--- src/rtl/onfi_pkg.sv ---
// Shared ONFI definitions: opcodes, default SDR timing and the command/address sequencer state type.
package onfi_pkg;

  localparam logic [7:0] OP_READ_1      = 8'h00;
  localparam logic [7:0] OP_READ_2      = 8'h30;
  localparam logic [7:0] OP_PROGRAM_1   = 8'h80;
  localparam logic [7:0] OP_PROGRAM_2   = 8'h10;
  localparam logic [7:0] OP_ERASE_1     = 8'h60;
  localparam logic [7:0] OP_ERASE_2     = 8'hD0;
  localparam logic [7:0] OP_READ_ID     = 8'h90;
  localparam logic [7:0] OP_READ_STATUS = 8'h70;
  localparam logic [7:0] OP_RESET       = 8'hFF;

  localparam int unsigned DEF_TWP_CYC     = 3;
  localparam int unsigned DEF_TWH_CYC     = 2;
  localparam int unsigned DEF_TWB_CYC     = 5;
  localparam int unsigned DEF_TIMEOUT_CYC = 65535;
  localparam int unsigned DEF_MAX_ADDR    = 5;

  typedef enum logic [2:0] {
    ST_IDLE,
    ST_CMD1,
    ST_ADDR,
    ST_CMD2,
    ST_TWB,
    ST_WAIT_RB,
    ST_DONE
  } seq_state_t;

  function automatic logic [2:0] clamp_naddr(input logic [2:0] n, input int unsigned max_addr);
    return (32'(n) > max_addr) ? 3'(max_addr) : n;
  endfunction

endpackage

--- src/rtl/onfi_we_strobe.sv ---
// WE# pacing for one latched byte: TWP_CYC cycles low then TWH_CYC cycles high, slot_end on the last cycle.
module onfi_we_strobe
  import onfi_pkg::*;
#(
  parameter int unsigned TWP_CYC = DEF_TWP_CYC,
  parameter int unsigned TWH_CYC = DEF_TWH_CYC
) (
  input  logic clk,
  input  logic rst_n,
  input  logic start,
  output logic we_n,
  output logic slot_end
);

  localparam int unsigned SLOT_CYC = TWP_CYC + TWH_CYC;
  localparam int unsigned CW       = $clog2(SLOT_CYC);
  localparam logic [CW-1:0] LAST   = CW'(SLOT_CYC - 1);
  localparam logic [CW-1:0] LOW_N  = CW'(TWP_CYC);

  logic          busy;
  logic [CW-1:0] cnt;

  // A start coinciding with slot_end restarts the count, giving gapless back-to-back slots.
  always_ff @(posedge clk) begin
    if (!rst_n) begin
      busy <= 1'b0;
      cnt  <= '0;
    end else if (start) begin
      busy <= 1'b1;
      cnt  <= '0;
    end else if (busy) begin
      if (cnt == LAST) begin
        busy <= 1'b0;
        cnt  <= '0;
      end else begin
        cnt <= cnt + 1'b1;
      end
    end
  end

  assign we_n     = !(busy && (cnt < LOW_N));
  assign slot_end = busy && (cnt == LAST);

endmodule

--- src/rtl/onfi_cmd_addr_seq.sv ---
// ONFI SDR command/address cycle sequencer: cmd1, up to MAX_ADDR address bytes, optional cmd2, optional R/B# wait.
module onfi_cmd_addr_seq
  import onfi_pkg::*;
#(
  parameter int unsigned TWP_CYC     = DEF_TWP_CYC,
  parameter int unsigned TWH_CYC     = DEF_TWH_CYC,
  parameter int unsigned TWB_CYC     = DEF_TWB_CYC,
  parameter int unsigned TIMEOUT_CYC = DEF_TIMEOUT_CYC,
  parameter int unsigned MAX_ADDR    = DEF_MAX_ADDR
) (
  input  logic        clk,
  input  logic        rst_n,
  input  logic        req_valid,
  output logic        req_ready,
  input  logic [7:0]  req_cmd1,
  input  logic [2:0]  req_naddr,
  input  logic [39:0] req_addr,
  input  logic        req_has_cmd2,
  input  logic [7:0]  req_cmd2,
  input  logic        req_wait_rb,
  input  logic        rb_n,
  output logic        ce_n,
  output logic        cle,
  output logic        ale,
  output logic        we_n,
  output logic [7:0]  dq_out,
  output logic        dq_oe,
  output logic        done,
  output logic        err
);

  localparam int unsigned BW = $clog2(TWB_CYC + 1);
  localparam int unsigned WW = $clog2(TIMEOUT_CYC + 1);
  localparam logic [BW-1:0] TWB_LAST  = BW'(TWB_CYC - 1);
  localparam logic [WW-1:0] WAIT_LAST = WW'(TIMEOUT_CYC - 1);

  seq_state_t    state, state_nx;
  logic [7:0]    cmd1_q, cmd2_q;
  logic [2:0]    naddr_q, addr_cnt;
  logic [39:0]   addr_sh;
  logic          has_cmd2_q, wait_rb_q, err_q;
  logic [BW-1:0] twb_cnt;
  logic [WW-1:0] wait_cnt;
  logic          rb_meta, rb_sync;
  logic          start, slot_end, accept;
  seq_state_t    tail_state;

  onfi_we_strobe #(
    .TWP_CYC (TWP_CYC),
    .TWH_CYC (TWH_CYC)
  ) u_we_strobe (
    .clk      (clk),
    .rst_n    (rst_n),
    .start    (start),
    .we_n     (we_n),
    .slot_end (slot_end)
  );

  always_ff @(posedge clk) begin
    if (!rst_n) begin
      rb_meta <= 1'b0;
      rb_sync <= 1'b0;
    end else begin
      rb_meta <= rb_n;
      rb_sync <= rb_meta;
    end
  end

  assign accept     = (state == ST_IDLE) && req_valid;
  assign tail_state = wait_rb_q ? ST_TWB : ST_DONE;

  always_comb begin
    state_nx = state;
    start    = 1'b0;
    unique case (state)
      ST_IDLE: if (req_valid) begin
        state_nx = ST_CMD1;
        start    = 1'b1;
      end
      ST_CMD1: if (slot_end) begin
        if (naddr_q != 3'd0) begin
          state_nx = ST_ADDR;
          start    = 1'b1;
        end else if (has_cmd2_q) begin
          state_nx = ST_CMD2;
          start    = 1'b1;
        end else begin
          state_nx = tail_state;
        end
      end
      ST_ADDR: if (slot_end) begin
        if (addr_cnt != naddr_q - 3'd1) begin
          start = 1'b1;
        end else if (has_cmd2_q) begin
          state_nx = ST_CMD2;
          start    = 1'b1;
        end else begin
          state_nx = tail_state;
        end
      end
      ST_CMD2:    if (slot_end) state_nx = tail_state;
      ST_TWB:     if (twb_cnt == TWB_LAST) state_nx = ST_WAIT_RB;
      ST_WAIT_RB: if (rb_sync || (wait_cnt == WAIT_LAST)) state_nx = ST_DONE;
      ST_DONE:    state_nx = ST_IDLE;
      default:    state_nx = ST_IDLE;
    endcase
  end

  always_ff @(posedge clk) begin
    if (!rst_n) begin
      state      <= ST_IDLE;
      cmd1_q     <= '0;
      cmd2_q     <= '0;
      naddr_q    <= '0;
      addr_sh    <= '0;
      has_cmd2_q <= 1'b0;
      wait_rb_q  <= 1'b0;
      addr_cnt   <= '0;
      twb_cnt    <= '0;
      wait_cnt   <= '0;
      err_q      <= 1'b0;
    end else begin
      state    <= state_nx;
      twb_cnt  <= (state == ST_TWB) ? twb_cnt + 1'b1 : '0;
      wait_cnt <= (state == ST_WAIT_RB) ? wait_cnt + 1'b1 : '0;
      if (accept) begin
        cmd1_q     <= req_cmd1;
        cmd2_q     <= req_cmd2;
        naddr_q    <= clamp_naddr(req_naddr, MAX_ADDR);
        addr_sh    <= req_addr;
        has_cmd2_q <= req_has_cmd2;
        wait_rb_q  <= req_wait_rb;
        addr_cnt   <= '0;
        err_q      <= 1'b0;
      end
      // Shifting the address keeps the current byte at [7:0], avoiding a variable part-select.
      if ((state == ST_ADDR) && slot_end) begin
        addr_cnt <= addr_cnt + 1'b1;
        addr_sh  <= addr_sh >> 8;
      end
      if ((state == ST_WAIT_RB) && (state_nx == ST_DONE)) err_q <= !rb_sync;
    end
  end

  always_comb begin
    dq_out = '0;
    unique case (state)
      ST_CMD1: dq_out = cmd1_q;
      ST_ADDR: dq_out = addr_sh[7:0];
      ST_CMD2: dq_out = cmd2_q;
      default: dq_out = '0;
    endcase
  end

  assign req_ready = (state == ST_IDLE);
  assign ce_n      = (state == ST_IDLE) || (state == ST_DONE);
  assign cle       = (state == ST_CMD1) || (state == ST_CMD2);
  assign ale       = (state == ST_ADDR);
  assign dq_oe     = cle || ale;
  assign done      = (state == ST_DONE);
  assign err       = err_q;

endmodule
--- config.mk ---
export PLATFORM = sky130hd
export DESIGN_NAME = onfi_cmd_addr_seq
export DESIGN_NICKNAME = d
export VERILOG_FILES = /design/src/rtl/onfi_pkg.sv /design/src/rtl/onfi_we_strobe.sv /design/src/rtl/onfi_cmd_addr_seq.sv
export SDC_FILE = /design/constraint.sdc
export NUM_CORES = 1
export LEC_CHECK = 0
export BUFFER_PORTS_ARGS = -buffer_cell sky130_fd_sc_hd__buf_2
export CORE_MARGIN = 3
export CORE_UTILIZATION = 48
export CTS_CLUSTER_DIAMETER = 120
export CTS_CLUSTER_SIZE = 28
export DETAILED_ROUTE_END_ITERATION = 6
export GPL_TIMING_DRIVEN = 0
export PLACE_DENSITY = 0.76
export SLEW_MARGIN = 20
export SYNTH_ARGS = -nofsm -noshare
export SYNTH_HDL_FRONTEND = slang
export SYNTH_SLANG_ARGS = --single-unit
--- constraint.sdc ---
create_clock -name clk -period 2.05 [get_ports clk]
set_input_delay 0.41 -clock clk [delete_from_list [all_inputs] [get_ports clk]]
set_output_delay 0.41 -clock clk [all_outputs]
set_load 0.03 [all_outputs]
* After elaboration in Yosys (flattened, before gate mapping)
Index checks and enable logic that the tools add are counted.
Operators by class: add/sub/neg operators 5, multipliers 0, div/mod/pow operators 0, order comparisons 2, equality and inequality tests 11, shift operators 0, muxes and demuxes 30, bitwise gates (word level) 1, reductions and logical operators 19
Operators with widths (number):
- 32-bit two-way mux | 2
- 3-bit two-way mux | 13
- 8-bit one-hot mux with 3 select lines | 1
- 3-bit == test, second input constant | 6
- 3-bit one-hot mux with 6 select lines | 1
- 16-bit by 1-bit adder with 16-bit output, second input constant | 1
- 16-bit == test, second input constant | 1
- 1-bit two-way mux | 11
- 3-bit by 1-bit adder with 3-bit output, second input constant | 3
- 3-bit by 2-bit == test with 1-bit output, second input constant | 2
- 1-bit logical AND | 5
- 1-bit logical OR | 4
- 2-bit AND reduction | 2
- 2-bit nonzero test | 2
- 2-bit OR reduction | 2
- 3-bit by 1-bit == test with 1-bit output, second input constant | 1
- 3-bit greater-than comparator, second input constant | 1
- 3-bit zero test | 1
- 3-bit by 2-bit < comparator with 1-bit output, second input constant | 1
- 3-bit inequality test | 1
- 1-bit one-hot mux with 3 select lines | 1
- 3-bit nonzero test | 1
- 3-bit by 1-bit subtractor with 3-bit output, second input constant | 1
- 1-bit zero test | 2
- 2 further kinds | 2
Word-level totals: register bits 93, bits in latches 0, memory bits (writable) 0, bits in read-only memories 0, bits of input ports 65, output and inout bits 16, logic and storage cells 84, memories 0

* Logic depth before layout (Yosys ltp)
Gate-level depths: netlist of run 1.
depth after elaboration 8, mapped depth 9, mapped depth without buffers 8

* Modules after synthesis
Synthesis of run 1 repeated with hierarchy kept, for this count alone.
Second synthesis, totals: cells, all modules 512, area, all modules 4231.6 µm²
Modules (own cells, without submodules):
- onfi_cmd_addr_seq | instances 1, cells each 489, area an instance 4018.9 µm², sequential area each 1781.7 µm²
- onfi_we_strobe | instances 1, cells each 23, area an instance 212.7 µm², sequential area each 80.1 µm²

* Worst setup path before layout of run 1
OpenSTA, ideal clock, no wires.
path kind reg2reg, from register state[2], to register err_q, in the netlist err, library setup time 0.118 ns, arrival 1.698 ns, setup slack 0.234 ns, stages on the path, launching flop included 8, period minus slack after synthesis 1.816 ns, cells stage by stage dfxtp_1 buf_2 nor3_2 nand2_1 buf_2 clkbuf_1 a22oi_1 nor2_1
Between the ends: elaborated cells between the ends (all ways) 19, classes of those cells 6 x eq/ne; 9 x mux; 4 x reduce/logical
RTL lines:
- start, declared | line onfi_cmd_addr_seq.sv:37 | seq_state_t state, state_nx;
- start signal, assigned | line onfi_cmd_addr_seq.sv:123 | state <= state_nx;
- 3-bit zero test *
- named net req_ready | line onfi_cmd_addr_seq.sv:14 | output logic req_ready,
- 3-bit one-hot mux with 6 select lines | line onfi_cmd_addr_seq.sv:75 | unique case (state)
- 3-bit == test | line onfi_cmd_addr_seq.sv:141 | if ((state == ST_WAIT_RB) && (state_nx == ST_DONE)) err_q <= !rb_sync;
- 1-bit logical AND | line onfi_cmd_addr_seq.sv:141
- 1-bit two-way mux or 2-bit nonzero test (tied branches)
- end signal, assigned | line onfi_cmd_addr_seq.sv:141
- end, declared | line onfi_cmd_addr_seq.sv:41 | logic has_cmd2_q, wait_rb_q, err_q;
Mark *: on every way through the listed nets, which the timed path passes. The rest lies on a longest branch. A chain may end at the register's enable or synchronous reset.

* Worst setup path after layout of run 1
from register state[0], to output dq_out[1]
Between the ends: longest elaborated chain between the ends 2, elaborated cells between the ends (all ways) 4, classes of those cells 3 x eq/ne; 1 x mux
Ends and longest elaborated chain:
- 3-bit by 2-bit == test with 1-bit output or 3-bit by 1-bit == test with 1-bit output (tied branches) | line onfi_cmd_addr_seq.sv:147 | unique case (state)
- 8-bit one-hot mux with 3 select lines * | line onfi_cmd_addr_seq.sv:147
- end, declared | line onfi_cmd_addr_seq.sv:26 | output logic [7:0] dq_out,
Mark *: on every way between the ends. The rest lies on a longest branch, timed or not.

==> impl_metrics.py, run 1 <==
metrics = {
    "floorplan": {
        "die_h_um": 100,
        "start_util_pct": 50.6,
        "core_um2": 8420,
        "die_w_um": 100,
        "pin_count": 81,
        "dieArea_um2": 10100,
        "rows": 33,
    },
    "grt": {
        "grt_overflow_total": 0,
        "grt_max_degree": 16,
        "antenna_found_initial": 0,
        "grt_pass1_wl_um": 18300,
        "grt_usage_pct": 22.7,
        "grt_pass1_vias": 3823,
    },
    "worst_setup_path": {
        "critPathLaunchType": "register",
        "worstSetupEndpointType": "primary output",
        "path_class": "register to primary output",
        "required_ns": 1.64,
        "cp_max_fo": 7,
        "critPathArrivalTime_ns": 1.63,
    },
    "finish": {
        "antenna_cells": 0,
        "fillers": 783,
        "seq_area_um2": 1870,
        "final_nets": 688,
        "multi_input_area_um2": 2230,
        "syn_to_final_growth_pct": 20.0,
        "stdcell_count": 724,
        "final_layout_size_suffix_gt1_share_pct": 23.3,
    },
    "run_status": {
        "status": "finished clean",
    },
    "flow_run": {
        "drv_cap": 0,
    },
    "clock_network": {
        "cts_buffers": 9,
        "path_clk_slew_ns": 0.09,
        "worstSkewPairLatency_ns": 0.36,
        "cts_root_buffer": "clkbuf_8",
        "ctsLongestPathBuffers": 2,
        "cts_tree": "yes",
        "htree_levels": 3,
        "cts.sinks": 93,
        "ctsHoldBuffers": 0,
    },
    "sta": {
        "fin_tns_setup_ns": 0,
        "setup_ws_ns": 0.00972,
        "finalSetupViolCount": 0,
        "finClkSkew_ns": 0.00987,
        "grt_setup_unrepaired": "yes",
        "fin_crit_sh_pct": 99.5,
        "worst_pin_slew_ns": 0.619,
        "fmax_ghz": 0.490,
        "finalHoldViolCount": 0,
        "period_minus_slack_ns": 2.04,
        "relSlewSlack_pct": 58.7,
        "final_max_slew_viol_count": 0,
    },
    "placement": {
        "gp_congestion": 0.861,
        "post-dp-hpwl_um": 8130,
        "dp_cells": 705,
        "io_buffers": 80,
        "post-place-ws_ns": 0.0531,
    },
    "pwr": {
        "power_switching_mw": 0.977,
        "p_leak_nw": 2.35,
        "p_int_mw": 2.79,
        "design_power_total_mw": 3.77,
        "combPwrFrac_pct": 12.8,
        "pwr-share-clk_pct": 35.6,
        "power_frac_seq_pct": 51.6,
        "vdd_drop_max_uv": 478,
        "p_per_area_nw_per_um2": 736,
        "sw_frac_of_total_pct": 26.0,
    },
    "routing": {
        "drc": 0,
        "drt_iter0_markers": 181,
        "wl_per_cell_um": 15.8,
        "ant_nets": 0,
        "first_pass_iters": 5,
        "num_vias": 3996,
        "routed_wl_um": 11400,
        "viasPerCell": 5.52,
    },
    "logic_synthesis": {
        "ys_types": 45,
        "ys_ff_latch": 93,
        "synthArstFlopShare_pct": 0,
        "ys.warnings.count": 0,
        "synthFlopType": "dfxtp_1",
        "synth_edf_count": 0,
        "synth.cell_area_um2": 4260,
        "ys_seq_area_share_pct": 43.7,
        "synthCells": 520,
        "avgSynthCellArea_um2": 8.20,
        "synth_fp_nets": 594,
    },
    "min_path": {
        "hold_path_class": "input pin to register",
    },
}
## logic make-up (layout without fill, tap and decap cells)
| kind of cell | Yosys count | in the layout | share of synthesized area (%) |
|---|---|---|---|
| buf+inv | 46 | 145 | 4.93 |
| mux | 10 | 10 | 2.61 |
| compound gates | 91 | 91 | 16.5 |
| flops | 93 | 93 | 43.7 |
| fa+ha+maj | 9 | 9 | 2.64 |
| simple gates | 254 | 254 | 26.2 |
| xor+xnor | 17 | 17 | 3.49 |
## path summary, 6_finish.rpt
path	startpoint	slack, ns	depth (start not counted)	end
hold / removal	req_cmd1[5]	0.28	3	cmd1_q[5]
setup / recovery	state[0]	0.01	5	dq_out[1]
setup reg to reg	u_we_strobe.cnt[0]	0.14	9	state[2]
hold reg to reg	twb_cnt[0]	0.45	1	twb_cnt[0]
## cell usage in the layout, fill, tap and decap left out, types with 10 or more instances in the layout
master / instances
buf_4: 13
o211a_1: 25
inv_1: 12
clkbuf_1: 12
nor2_1: 55
buf_2: 86
a21boi_1: 20
dfxtp_1: 91
a21oi_1: 12
nand3_1: 36
xnor2_1: 10
nand2_1: 120
## worst max-delay path: stages (launching register included)
cell	delay (ns)
dfxtp_4	0.39
buf_8	0.13
mux2_2	0.35
a22oi_1	0.14
nor2_1	0.07
buf_4	0.17
## timing repair
item	in CTS	in global routing
pin swaps	0	2
resized for setup	9	25
setup buffers	3	0
endpoints found under the setup margin	11	12
## Yosys cell counts (2+ instances only)
| library cell | number | area, um^2 |
|---|---|---|
| buf_1 | 2 | 7.51 |
| a21boi_1 | 20 | 150 |
| and2_1 | 6 | 37.5 |
| nand2_2 | 3 | 18.8 |
| nand2b_1 | 2 | 12.5 |
| mux2_2 | 9 | 101 |
| o21ai_1 | 3 | 15.0 |
| ha_1 | 9 | 113 |
| or3_1 | 2 | 12.5 |
| xnor2_1 | 10 | 87.6 |
| nand3b_1 | 2 | 15.0 |
| o211a_1 | 25 | 250 |
| buf_2 | 15 | 75.1 |
| inv_1 | 12 | 45.0 |
| o221ai_1 | 7 | 61.3 |
| a31oi_1 | 2 | 12.5 |
| nor4_1 | 3 | 18.8 |
| a21oi_1 | 12 | 60.1 |
| a22oi_1 | 12 | 90.1 |
| nor2b_1 | 6 | 37.5 |
| and3_1 | 5 | 31.3 |
| clkbuf_1 | 12 | 45.0 |
| o21ai_0 | 6 | 30.0 |
| nor2_1 | 56 | 210 |
| nand2_1 | 120 | 450 |
| buf_4 | 3 | 22.5 |
| dfxtp_1 | 93 | 1860 |
| nand4_1 | 5 | 31.3 |
| nand3_1 | 36 | 180 |
| xor2_1 | 7 | 61.3 |
## metrics by stage
stage / hold slack [ns] / util, % / instance area (um^2)
floorplan: 0.412 / - / 4260
global placement: 0.423 / 56.9 / 4800
detailed placement: 0.436 / 56.9 / 4800
CTS: 0.276 / 60.0 / 5060
global route: 0.265 / 60.7 / 5110
finish: 0.280 / 60.7 / 5110
## cell type report
cell class / count / area share, %
inverters: 13 / 0.954
multi-input cells: 381 / 43.6
clock inverters: 6 / 1.69
plain buffers: 33 / 3.52
well taps: 105 / 2.57
clock buffers: 10 / 2.50
flip-flops and latches: 93 / 36.5
repair buffers: 83 / 8.66
## power by group through the flow
stage	logic [mW]	registers [mW]	clock network (mW)
CTS	0.469	1.94	1.35
floorplan	0.303	1.96	0
detailed placement	0.453	1.98	0
global placement	0.442	1.98	0
global route	0.531	1.95	1.43
finish	0.483	1.94	1.34
## routing by layer
layer  track usage [%]  share of wire, %
met1              29.9                44
met2              37.5                48
met3              5.21               6.4
met4              6.11               1.6
met5                 0                 0
## sequential cells by signal, indices dropped and copies added, names as in the netlist, 3 cells and up
register         count
addr_cnt             3
addr_sh             40
cmd1_q               8
wait_cnt            16
u_we_strobe.cnt      3
naddr_q              3
cmd2_q               8
twb_cnt              3
state                3
(Power assumes the default switching activity.)
==> inputs of run 2 (changes only) <==
SYNTH_HIERARCHICAL = 1   (was not set)
==> run 2 against run 1 <==
  * The flow now finishes with violations (setup timing)
  * Combinational power up 2%
  * Core utilization up 1.9 points
  * Power down 1.5%
  * Die area down 0.72%
  * Setup slack worse by 0.055 ns
  * Clock power down 6%
  * Fmax down 2.6%
  * Hold slack worse by 0.020 ns
  * Non-clock buffer count up 4
  * Clock-buffer cell count unchanged
  * Flip-flop and latch count unchanged
  * Synthesized cell count down 1.5%
  * Critical endpoint is now dq_out[7]
  * Largest power group unchanged
==> impl_metrics.py, run 2 <==
metrics = {
    "min_path": {
        "min_from": "req_addr[34]",
        "hold_path_class": "input pin to register",
        "hold_end": "addr_sh[34]",
        "min_path_cells": 3,
    },
    "floorplan": {
        "dieArea_um2": 9980,
        "die_h_um": 99.9,
        "die_w_um": 99.9,
        "pin_count": 81,
        "start_util_pct": 50.5,
        "core_um2": 8380,
        "rows": 33,
    },
    "routing": {
        "drt_iter0_markers": 262,
        "ant_nets": 0,
        "met2_wirelength_um": 5500,
        "num_vias": 3942,
        "drt-met1-wl_um": 4830,
        "wl_per_cell_um": 15.5,
        "top_layer_used": "met4",
        "drc": 0,
        "met3RoutedLength_um": 504,
        "viasPerCell": 5.49,
        "first_pass_iters": 4,
        "routed_wl_um": 11100,
    },
    "sta": {
        "relSlewSlack_pct": 62.7,
        "fin_hold_ws_ns": 0.260,
        "finClkSkew_ns": 0.00875,
        "finalSetupViolCount": 5,
        "setup_ws_ns": -0.0450,
        "fmax_ghz": 0.477,
        "grt_setup_unrepaired": "yes",
        "worst_pin_slew_ns": 0.554,
        "final_max_slew_viol_count": 0,
        "fin_tns_setup_ns": -0.145,
        "finalHoldViolCount": 0,
        "fin_crit_sh_pct": 102,
        "period_minus_slack_ns": 2.09,
    },
    "clock_network": {
        "cts_root_buffer": "clkbuf_8",
        "path_clk_slew_ns": 0.10,
        "ctsLongestPathBuffers": 2,
        "cts_buffers": 9,
        "worstSkewPairLatency_ns": 0.38,
        "htree_levels": 3,
        "cts.sinks": 93,
        "cts_tree": "yes",
    },
    "logic_synthesis": {
        "synth_most_common_cell": "nand2_1",
        "synthArstFlopShare_pct": 0,
        "synthTopCellsByArea": "dfxtp_1, nand2_1, o211a_1",
        "ys_ff_latch": 93,
        "ys_seq_area_share_pct": 44.0,
        "synth.cell_area_um2": 4230,
        "synth_common_cells": "nand2_1, dfxtp_1, nor2_1",
        "synthFlopType": "dfxtp_1",
        "synthCells": 512,
        "avgSynthCellArea_um2": 8.26,
        "synth_fp_nets": 586,
        "ys.warnings.count": 6,
        "netlist.area_leader.share_pct": 44.0,
        "ys_types": 48,
        "yosys.area.top_type": "dfxtp_1",
        "synth_edf_count": 0,
    },
    "finish": {
        "mostFrequentLayoutCells": "nand2_1, dfxtp_1, buf_2",
        "regMostFlops": "addr_sh",
        "final_layout_size_suffix_gt1_share_pct": 25.4,
        "syn_to_final_growth_pct": 24.0,
        "utilization_pct": 62.6,
        "largest_reg_flops": 40,
        "fin_area_um2": 5250,
        "final_nets": 682,
        "largestRegisters": "addr_sh x40, wait_cnt x16",
        "layout_commonest_cell": "nand2_1",
        "seq_area_um2": 1870,
        "antenna_cells": 0,
        "multi_input_area_um2": 2330,
        "fillers": 747,
        "stdcell_count": 718,
    },
    "worst_setup_path": {
        "crit_path_frequent_cell": "buf_8",
        "critPathLaunchType": "register",
        "crit_buf_inv": 3,
        "cp_cell_sequence": "buf_8, buf_8, mux2_2, a22oi_2, nor2_1, buf_4",
        "ff2ff_path_depth": 9,
        "rrSetupSlack_ns": 0.11,
        "cp_max_fo": 8,
        "worstReg2RegEnd": "u_we_strobe/cnt[0]",
        "critPathArrivalTime_ns": 1.68,
        "cp_slowest_cell": "dfxtp_2",
        "required_ns": 1.64,
        "critical-path-top-delay-family": "buffers and inverters",
        "cpPeakStageDelay_ns": 0.36,
        "worstSetupEndpointType": "primary output",
        "path_class": "register to primary output",
        "r2r_start": "u_we_strobe/cnt[0]",
    },
    "placement": {
        "post-dp-hpwl_um": 7760,
        "dp_cells": 697,
        "gp_congestion": 0.840,
        "dpl_cell_area_um2": 4770,
        "post-place-ws_ns": -0.502,
        "io_buffers": 80,
    },
    "flow_run": {
        "drv_cap": 0,
    },
    "pwr": {
        "p_leak_nw": 2.27,
        "p_per_area_nw_per_um2": 707,
        "design_power_total_mw": 3.71,
        "vdd_drop_max_uv": 352,
    },
    "run_status": {
        "violations": "setup timing",
        "status": "finished, violations left",
    },
    "grt": {
        "grt_max_degree": 17,
        "grt_usage_pct": 22.4,
        "grt_pass1_vias": 3851,
        "grt_overflow_total": 0,
        "grt_pass1_wl_um": 17800,
        "antenna_found_initial": 0,
    },
}
## run 2: worst max-delay path by stage
stage / startpoint / endpoint / depth (start not counted)
after floorplan: state[1] / dq_out[0] / 5
after global placement: u_we_strobe/cnt[0] / u_we_strobe/cnt[1] / 10
after detailed placement: u_we_strobe/cnt[0] / u_we_strobe/cnt[1] / 10
after CTS: state[1] / dq_out[0] / 6
after global routing: state[1] / dq_out[1] / 6
final: state[1] / dq_out[7] / 6
## run 2: cell type report
cell class                      count  share of cell area (%)
Multi-Input combinational cell    370                    44.4
Sequential cell                    93                    35.6
Timing Repair Buffer               87                    9.13
Buffer                             33                    3.60
Tap cell                          105                    2.50
Clock buffer                       10                    2.43
Clock inverter                      6                    1.36
Inverter                           14                    1.00
## run 2: logic make-up (layout without fill, tap and decap cells)
logic type / Yosys count / after routing / synth area share (%)
adder cells (fa/ha/maj): 9 / 9 / 2.66
AND/OR/NAND/NOR: 240 / 240 / 25.8
XOR/XNOR: 15 / 15 / 3.10
flip-flops: 93 / 93 / 44.0
AO/OA/AOI/OAI: 97 / 97 / 17.6
multiplexers: 9 / 9 / 2.37
buffers and inverters: 49 / 150 / 4.41
## run 2: where the power goes
| group | total [mW] | leakage (nW) | switching [mW] | internal [mW] |
|---|---|---|---|---|
| Combinational | 0.491 | 1.42 | 0.277 | 0.213 |
| Sequential | 1.95 | 0.762 | 0.0600 | 1.89 |
| Clock | 1.26 | 0.0935 | 0.690 | 0.575 |
## run 2: routing by layer
layer / up-vias / track usage, %
met3: 27 / 4.79
met5: - / 0
met4: 0 / 9.66
met1: 1853 / 28.4
met2: 116 / 36.9
li1: 1946 / -
## run 2: worst reg2reg max path: stages, from the launching register on
cell and delay [ns]:
dfxtp_1 0.33, inv_1 0.10, ha_2 0.20, and3_4 0.24
nand4bb_4 0.14, buf_4 0.20, buf_4 0.19, o221ai_4 0.21
nand2b_4 0.18, a21oi_1 0.04
## run 2: repair_timing
item | CTS | global route
gates resized for setup | 45 | 32
pin swaps | 4 | 7
hold buffers | 0 | 0
setup endpoints to repair | 59 | 66
setup buffers | 4 | 4
